<file path="src/rtl/mips_muldiv_ctrl.sv">
// rtl/mips_muldiv_ctrl.sv - iterative MULT/MULTU/DIV/DIVU sequencer owning HI/LO
// One shift-add or restore-subtract step per cycle, then a sign fix-up cycle.
module mips_muldiv_ctrl #(
    parameter int WIDTH = 32
) (
    input  logic             clk,
    input  logic             rst,
    input  logic             start,
    input  logic [1:0]       op,
    input  logic [WIDTH-1:0] rs_data,
    input  logic [WIDTH-1:0] rt_data,
    input  logic             hi_we,
    input  logic             lo_we,
    input  logic [WIDTH-1:0] wr_data,
    input  logic             rd_req,
    output logic [WIDTH-1:0] hi,
    output logic [WIDTH-1:0] lo,
    output logic             busy,
    output logic             stall,
    output logic             done
);

    localparam int CW = $clog2(WIDTH);
    localparam logic [CW-1:0] LAST = CW'(WIDTH - 1);

    typedef enum logic [1:0] {
        IDLE  = 2'd0,
        RUN   = 2'd1,
        FIXUP = 2'd2
    } state_t;

    state_t state, state_nxt;

    logic [WIDTH-1:0]   a_reg, b_reg;
    logic [1:0]         op_r;
    logic               sa, sb;
    logic [2*WIDTH-1:0] acc;
    logic [CW-1:0]      cnt;

    // Operand capture: signed ops keep magnitudes plus sign bits.
    logic             signed_op, a_neg, b_neg;
    logic [WIDTH-1:0] a_mag, b_mag;

    assign signed_op = ~op[0];
    assign a_neg     = signed_op & rs_data[WIDTH-1];
    assign b_neg     = signed_op & rt_data[WIDTH-1];
    assign a_mag     = a_neg ? -rs_data : rs_data;
    assign b_mag     = b_neg ? -rt_data : rt_data;

    // Multiply: high half accumulates, low half collects product bits shifted out.
    logic [WIDTH:0]     mul_sum;
    logic [2*WIDTH-1:0] mul_next;

    assign mul_sum  = {1'b0, acc[2*WIDTH-1:WIDTH]} + {1'b0, (b_reg[0] ? a_reg : '0)};
    assign mul_next = {mul_sum, acc[WIDTH-1:1]};

    // Divide: high half is the partial remainder, dividend bits enter from a_reg's MSB.
    logic [WIDTH:0]     rem_sh;
    logic               div_ge;
    logic [WIDTH-1:0]   rem_sub, rem_new;
    logic [2*WIDTH-1:0] div_next;

    assign rem_sh   = {acc[2*WIDTH-1:WIDTH], a_reg[WIDTH-1]};
    assign div_ge   = rem_sh >= {1'b0, b_reg};
    assign rem_sub  = rem_sh[WIDTH-1:0] - b_reg;
    assign rem_new  = div_ge ? rem_sub : rem_sh[WIDTH-1:0];
    assign div_next = {rem_new, acc[WIDTH-2:0], div_ge};

    // Fix-up. With a zero divisor the remainder ends up equal to |a|, so the
    // remainder sign correction restores the raw dividend for HI.
    logic               is_div, is_uns;
    logic [2*WIDTH-1:0] prod_fix;
    logic [WIDTH-1:0]   q_fix, r_fix, fix_hi, fix_lo;

    assign is_div   = op_r[1];
    assign is_uns   = op_r[0];
    assign prod_fix = (~is_uns & (sa ^ sb)) ? -acc : acc;
    assign q_fix    = (~is_uns & (sa ^ sb)) ? -acc[WIDTH-1:0] : acc[WIDTH-1:0];
    assign r_fix    = (~is_uns & sa) ? -acc[2*WIDTH-1:WIDTH] : acc[2*WIDTH-1:WIDTH];
    assign fix_hi   = is_div ? r_fix : prod_fix[2*WIDTH-1:WIDTH];
    assign fix_lo   = is_div ? ((b_reg == '0) ? '1 : q_fix) : prod_fix[WIDTH-1:0];

    assign busy  = (state != IDLE);
    assign stall = busy & (start | hi_we | lo_we | rd_req);

    always_ff @(posedge clk or posedge rst) begin
        if (rst) begin
            state <= IDLE;
        end else begin
            state <= state_nxt;
        end
    end

    always_comb begin
        state_nxt = state;
        case (state)
            IDLE:    if (start) state_nxt = RUN;
            RUN:     if (cnt == LAST) state_nxt = FIXUP;
            FIXUP:   state_nxt = IDLE;
            default: state_nxt = IDLE;
        endcase
    end

    always_ff @(posedge clk or posedge rst) begin
        if (rst) begin
            a_reg <= '0;
            b_reg <= '0;
            op_r  <= '0;
            sa    <= 1'b0;
            sb    <= 1'b0;
            acc   <= '0;
            cnt   <= '0;
            hi    <= '0;
            lo    <= '0;
            done  <= 1'b0;
        end else begin
            done <= (state == FIXUP);
            case (state)
                IDLE: begin
                    if (start) begin
                        a_reg <= a_mag;
                        b_reg <= b_mag;
                        op_r  <= op;
                        sa    <= a_neg;
                        sb    <= b_neg;
                        acc   <= '0;
                        cnt   <= '0;
                    end
                    if (hi_we) hi <= wr_data;
                    if (lo_we) lo <= wr_data;
                end
                RUN: begin
                    cnt <= cnt + CW'(1);
                    if (is_div) begin
                        acc   <= div_next;
                        a_reg <= {a_reg[WIDTH-2:0], 1'b0};
                    end else begin
                        acc   <= mul_next;
                        b_reg <= {1'b0, b_reg[WIDTH-1:1]};
                    end
                end
                FIXUP: begin
                    hi <= fix_hi;
                    lo <= fix_lo;
                end
                default: ;
            endcase
        end
    end

endmodule

</file>
<file path="config.mk">
export PLATFORM = sky130hd
export DESIGN_NAME = mips_muldiv_ctrl
export DESIGN_NICKNAME = d
export VERILOG_FILES = /design/src/rtl/mips_muldiv_ctrl.sv
export SDC_FILE = /design/constraint.sdc
export NUM_CORES = 1
export LEC_CHECK = 0
export CAP_MARGIN = 0
export CORE_MARGIN = 2
export CORE_UTILIZATION = 30
export CTS_CLUSTER_SIZE = 10
export DETAILED_ROUTE_END_ITERATION = 10
export PLACE_DENSITY = 0.53
export SYNTH_ARGS = -nofsm -noshare
export SYNTH_HDL_FRONTEND = slang
export SYNTH_SLANG_ARGS = --single-unit
</file>
<file path="constraint.sdc">
create_clock -name clk -period 17.42 [get_ports clk]
set_input_delay 3.484 -clock clk [delete_from_list [all_inputs] [get_ports clk]]
set_output_delay 3.484 -clock clk [all_outputs]
set_load 0.05 [all_outputs]
</file>
==> results of run 1 <==
-- cells by family (layout without fill, tap and decap cells) --
kind of cell / count (synthesis) / in the layout / synth area share
muxes: 59 / 59 / 0.03786
adders and majority gates: 73 / 73 / 0.05902
buffers and inverters: 190 / 296 / 0.04654
DFF: 204 / 204 / 0.3246
AOI/OAI and AO/OA: 679 / 679 / 0.2529
and+or+nand+nor: 608 / 608 / 0.1873
xor gates and xnor gates: 165 / 165 / 0.09188
-- power groups by stage --
stage / clock network [mW] / logic (mW) / registers [mW]
after floorplan: 0 / 1.74 / 1.10
after global placement: 0 / 2.63 / 0.998
after detailed placement: 0 / 2.66 / 1.00
after CTS: 0.523 / 2.67 / 0.995
after global routing: 0.543 / 2.93 / 1.03
final: 0.510 / 2.68 / 0.999
-- per-layer routing --
metal	vias to the layer above	track usage	part of all wire
li1	7316	-	-
met1	7254	0.2822	0.48
met2	476	0.3145	0.44
met3	82	0.02647	0.056
met4	0	0.04737	0.023
met5	-	0	0
-- final cells by class --
class | count | area share
Clock buffer | 40 | 0.03906
Clock inverter | 4 | 0.003000
Inverter | 66 | 0.01360
Multi-Input combinational cell | 1584 | 0.5299
Sequential cell | 204 | 0.2720
Tap cell | 680 | 0.04533
Timing Repair Buffer | 186 | 0.09705
-- worst max-delay path, cell delays in order --
cell and delay [ns]:
clkdlybuf4s50_1 0.45, nor4_1 0.27, nor2_1 0.06, clkdlybuf4s50_1 0.70
-- worst max path at each step --
stage / slack, ns / to / depth (start not counted)
2_1_floorplan: 8.37 / a_reg[0] / 1
3_3_place_gp: 8.90 / stall / 4
3_5_place_dp: 8.96 / stall / 4
4_1_cts: 8.95 / stall / 4
5_1_grt: 8.91 / stall / 4
6_report: 8.96 / stall / 4
-- through the flow --
stage	area (sq um)	hold slack, ns
global placement	17980	0.4644
global route	18770	0.5089
detailed placement	17980	0.4695
floorplan	15730	0.4636
CTS	18770	0.4818
finish	18770	0.4778
-- cell usage after synthesis, types with 8 or more instances --
library cell / instances
o21ai_0: 252
nand2_1: 216
a21oi_1: 212
dfrtp_1: 204
nor2_1: 123
clkbuf_1: 101
xnor2_1: 93
xor2_1: 72
ha_1: 71
inv_1: 66
mux2i_1: 55
nand3_1: 53
and2_1: 40
nor3_1: 30
o22ai_1: 30
a21o_1: 29
or3_1: 29
nor4_1: 26
a22oi_1: 23
nand2b_1: 20
o31ai_1: 19
a31oi_1: 16
buf_1: 15
and3_1: 13
nand4_1: 13
o21bai_1: 11
o221ai_1: 10
o21a_1: 9
o41ai_1: 9
a211oi_1: 8
o211ai_1: 8
or4_1: 8
==> results.py, run 1 <==
metrics = {
    "critical_path": {
        "cp.required_ns": 13.94,
        "r2r_cells": 12,
        "r2r-start": "b_reg[0]",
        "worst_setup_path_start_kind": "input pin",
        "r2r-end": "acc[62]",
        "rrSetupSlack_ns": 12.84,
        "crit_start": "start",
        "worstSetupEndpointType": "primary output",
        "critPathKind": "in2out",
        "cp_max_fo": 3,
        "cp.arrival_ns": 4.98,
    },
    "cells_and_area": {
        "regMostFlops": "acc",
        "finalCoreUtilization": 0.3637,
        "antenna_cells": 0,
        "nets": 2245,
        "drive_above_1_share": 0.03887,
        "multiInputGateArea_sq_um": 9947,
        "seq_area_sq_um": 5106,
        "layout_commonest_cell": "o21ai_0",
        "largest_register_ffs": 64,
        "mostFrequentLayoutCells": "o21ai_0, nand2_1, a21oi_1",
        "final_cells": 2764,
        "nFillCells": 5390,
        "syn2layout_area_growth_pct": 19.34,
    },
    "floorplanning": {
        "core-area_sq_um": 51610,
        "row_count": 83,
        "pin_count": 171,
        "die_y_microns": 233.0,
        "die_x_microns": 233.0,
        "start_util": 0.3047,
        "die_area_sq_um": 54280,
    },
    "synthesis": {
        "ys_async_sr_fraction": 1.000,
        "ys_ff_latch": 204,
        "synth_top_cell_by_area": "dfrtp_1",
        "yosysSeqAreaShare": 0.3246,
        "netlist_area_sq_um": 15730,
        "synth_ff_type": "dfrtp_1",
        "yosysWarnings": 0,
        "synth-edff-count": 0,
        "avgSynthCellArea_sq_um": 7.952,
        "synthCells": 1978,
        "syn_nets": 2155,
        "synthDistinctLibCells": 71,
        "synth_top_area_frac": 0.3246,
        "synthTopCellsByArea": "dfrtp_1, o21ai_0, a21oi_1, ha_1, xnor2_1",
    },
    "timing": {
        "setup_tns_ns": 0,
        "rsz0062_at_grt": "false",
        "layout_setup_ws_ns": 8.961,
        "max_freq_mhz": 118.2,
        "fin_skew_ns": 0.02591,
        "drv_slew": 0,
        "finalHoldViolCount": 0,
        "finalSetupViolations": 0,
        "slew_headroom": 0.2340,
        "layout_worst_path_cycle_share": 0.4856,
        "worstMarginPinSlew_ns": 1.147,
        "fin_crit_ns": 8.459,
    },
    "power": {
        "ir_drop_v": 0.00008027,
        "clock_power_share": 0.122,
        "p_comb_frac": 0.640,
        "swShare": 0.5251,
        "power.density_nw_per_um2": 223.2,
        "p_leak_nw": 7.767,
        "report.power.total_mw": 4.190,
        "intPower_mw": 1.990,
        "p_seq_frac": 0.239,
        "p_sw_mw": 2.200,
    },
    "placement": {
        "dpl.hpwl_microns": 41280,
        "pre_cts_slack_ns": 8.960,
        "gp_congestion": 0.9674,
        "port_buffers": 170,
        "dp.cells": 2720,
    },
    "clock_network": {
        "clk_pin_slew_ns": 0.06,
        "cts_sinks": 204,
        "cts_resized": 0,
        "cts_root_buf": "clkbuf_16",
        "postCtsHoldBufs": 0,
        "h-tree-depth": 1,
        "cts_tree": "done",
        "clock_latency_ns": 0.56,
        "numCtsBuffers": 26,
        "post_cts_buffers": 0,
        "cts_buffer_depth": 3,
    },
    "route": {
        "vias": 15130,
        "viasPerCell": 5.473,
        "ant_nets": 0,
        "first_iter_violations": 1185,
        "wl_microns": 54840,
        "drc_errors": 0,
        "drtPass1Iterations": 6,
        "wl_per_cell_microns": 19.84,
    },
    "worst_hold_path": {
        "worstHoldStart": "lo[13]",
        "min_to": "lo[13]",
        "min_path_cells": 2,
        "hp-class": "reg2reg",
    },
    "global_routing": {
        "antenna_found_initial": 0,
        "first_global_vias": 14430,
        "overflow": 0,
        "grt_util_all_layers": 0.1977,
        "grt_start_max_net_pins": 152,
        "grt_first_pass_wirelength_microns": 84700,
    },
    "flow_run": {
        "cap_violations": 0,
    },
    "run_status": {
        "status": "completed",
    },
}
Note: power is estimated with default switching activity, not from simulation.
==> inputs of run 2 (changes only) <==
clock period = 8 ns   (was 17.42 ns; I/O delays follow)
==> run 2 against run 1 <==
Compared with the run above: clock power up 130%; hold slack got worse by 0.0040 ns; first-iteration DRC count is the same; register-to-register slack worse by 9.2 ns; total power rose by 120%; sequential power up 120%; wire length increased by 1.8%; critical path type unchanged; largest power group unchanged.
==> results.py, run 2 (synthesis results as in run 1) <==
metrics = {
    "power": {
        "power.density_nw_per_um2": 490.0,
        "p_sw_mw": 4.825,
        "p_comb_frac": 0.636,
        "clock_power_share": 0.129,
        "ir_drop_v": 0.0002110,
        "report.power.total_mw": 9.230,
        "intPower_mw": 4.405,
        "p_seq_frac": 0.235,
        "p_leak_nw": 7.804,
        "swShare": 0.5228,
    },
    "run_status": {
        "status": "completed",
    },
    "global_routing": {
        "first_global_vias": 14560,
        "grt_util_all_layers": 0.2023,
        "overflow": 0,
        "grt_start_max_net_pins": 100,
        "grt_first_pass_wirelength_microns": 86680,
        "antenna_found_initial": 0,
    },
    "cells_and_area": {
        "syn2layout_area_growth_pct": 19.77,
        "nets": 2247,
        "nFillCells": 5341,
        "drive_above_1_share": 0.04129,
        "mostFrequentLayoutCells": "o21ai_0, nand2_1, a21oi_1",
        "largest_register_ffs": 64,
        "layout_commonest_cell": "o21ai_0",
        "antenna_cells": 0,
        "regMostFlops": "acc",
    },
    "critical_path": {
        "cp.required_ns": 6.40,
        "cp_max_fo": 2,
        "crit_slowest_cell": "clkdlybuf4s50_1",
        "cpPeakStageDelay_ns": 0.80,
        "worstSetupEndpointType": "primary output",
        "crit_path_cell_trace": "clkdlybuf4s50_1 -> nor4_1 -> nor2_1 -> clkdlybuf4s50_1",
        "cp.arrival_ns": 3.09,
        "cpMostUsedCell": "clkdlybuf4s50_1",
        "critPathKind": "in2out",
        "worst_setup_path_start_kind": "input pin",
    },
    "worst_hold_path": {
        "hp-class": "reg2reg",
    },
    "clock_network": {
        "cts_tree": "done",
        "post_cts_buffers": 0,
        "cts_root_buf": "clkbuf_16",
        "clk_pin_slew_ns": 0.05,
        "cts_resized": 0,
        "clock_latency_ns": 0.56,
        "cts_buffer_depth": 3,
        "h-tree-depth": 1,
        "cts_sinks": 204,
        "numCtsBuffers": 27,
        "postCtsHoldBufs": 0,
    },
    "placement": {
        "gp_congestion": 0.9542,
        "dpl.hpwl_microns": 42160,
        "port_buffers": 170,
    },
    "flow_run": {
        "cap_violations": 0,
    },
    "route": {
        "drtPass1Iterations": 6,
        "wl_per_cell_microns": 20.21,
        "vias": 15200,
        "ant_nets": 0,
        "wl_microns": 55850,
        "viasPerCell": 5.502,
        "drc_errors": 0,
        "first_iter_violations": 1185,
    },
    "timing": {
        "timing.hold.ws_ns": 0.4738,
        "setup_tns_ns": 0,
        "fin_skew_ns": 0.01178,
        "rsz0062_at_grt": "false",
        "fin_crit_ns": 4.690,
        "drv_slew": 0,
        "finalSetupViolations": 0,
        "finalHoldViolCount": 0,
        "layout_worst_path_cycle_share": 0.5863,
        "slew_headroom": 0.2004,
        "max_freq_mhz": 213.2,
        "worstMarginPinSlew_ns": 1.197,
    },
    "floorplanning": {
        "start_util": 0.3047,
        "die_y_microns": 233.0,
        "row_count": 83,
        "die_x_microns": 233.0,
        "pin_count": 171,
        "core-area_sq_um": 51610,
        "die_area_sq_um": 54280,
    },
}
[run 2: changes by cell type in the layout (fill, tap and decap cells not counted)]
cell       change
clkbuf_1       -6
bufinv_16      +2
buf_4          +1
clkbuf_16      +1
clkbuf_8       -1
clkinv_2       +1
clkinv_4       +1
clkinv_8       -1
inv_6          +1
nor2_2         -1
nor2_4         +1
[run 2: area by class of cell]
class | instances | area [sq um] | share of cell area
Tap cell | 680 | 850.8 | 0.04516
Clock inverter | 8 | 122.6 | 0.006509
Clock buffer | 34 | 721.9 | 0.03832
Multi-Input combinational cell | 1584 | 9952 | 0.5283
Sequential cell | 204 | 5106 | 0.2711
Timing Repair Buffer | 187 | 1829 | 0.09710
Inverter | 66 | 255.2 | 0.01355
[run 2: power by group through the flow]
stage	registers [mW]	clock network (mW)	logic (mW)
final	2.17	1.19	5.87
after global routing	2.23	1.26	6.44
after CTS	2.16	1.22	5.84
after detailed placement	2.18	0	5.82
after global placement	2.16	0	5.76
after floorplan	2.39	0	3.79
[run 2: metal layers]
metal / wire length (microns) / track usage
met5: 0 / 0
met4: 1367 / 0.05354
met3: 3073 / 0.02316
met2: 24800 / 0.3224
met1: 26610 / 0.2887
[run 2: final timing paths]
check	from	endpoint	slack (ns)	cells after the start
max	lo_we	stall	3.31	4
min	lo[6]	lo[6]	0.47	2
max reg2reg	b_reg[0]	acc[62]	3.67	13
min reg2reg	lo[6]	lo[6]	0.47	2
max in group asynchronous	rst	lo[0]	5.09	3
min in group asynchronous	rst	cnt[3]	1.58	2
[run 2: per-stage QoR]
step | utilization | std cells | worst slack [ns] | cell area, sq um
2_1_floorplan | - | 1978 | 0.8326 | 15730
3_3_place_gp | 0.3486 | 2721 | 3.105 | 17990
3_5_place_dp | 0.3486 | 2721 | 2.951 | 17990
4_1_cts | 0.3650 | 2763 | 3.308 | 18840
5_1_grt | 0.3650 | 2763 | 3.251 | 18840
6_report | 0.3650 | 2763 | 3.310 | 18840
[run 2: worst max-delay path, delay by kind of cell]
| family | cells | cell delay, ns |
|---|---|---|
| buffers and inverters | 2 | 1.33 |
| and+or+nand+nor | 2 | 0.15 |
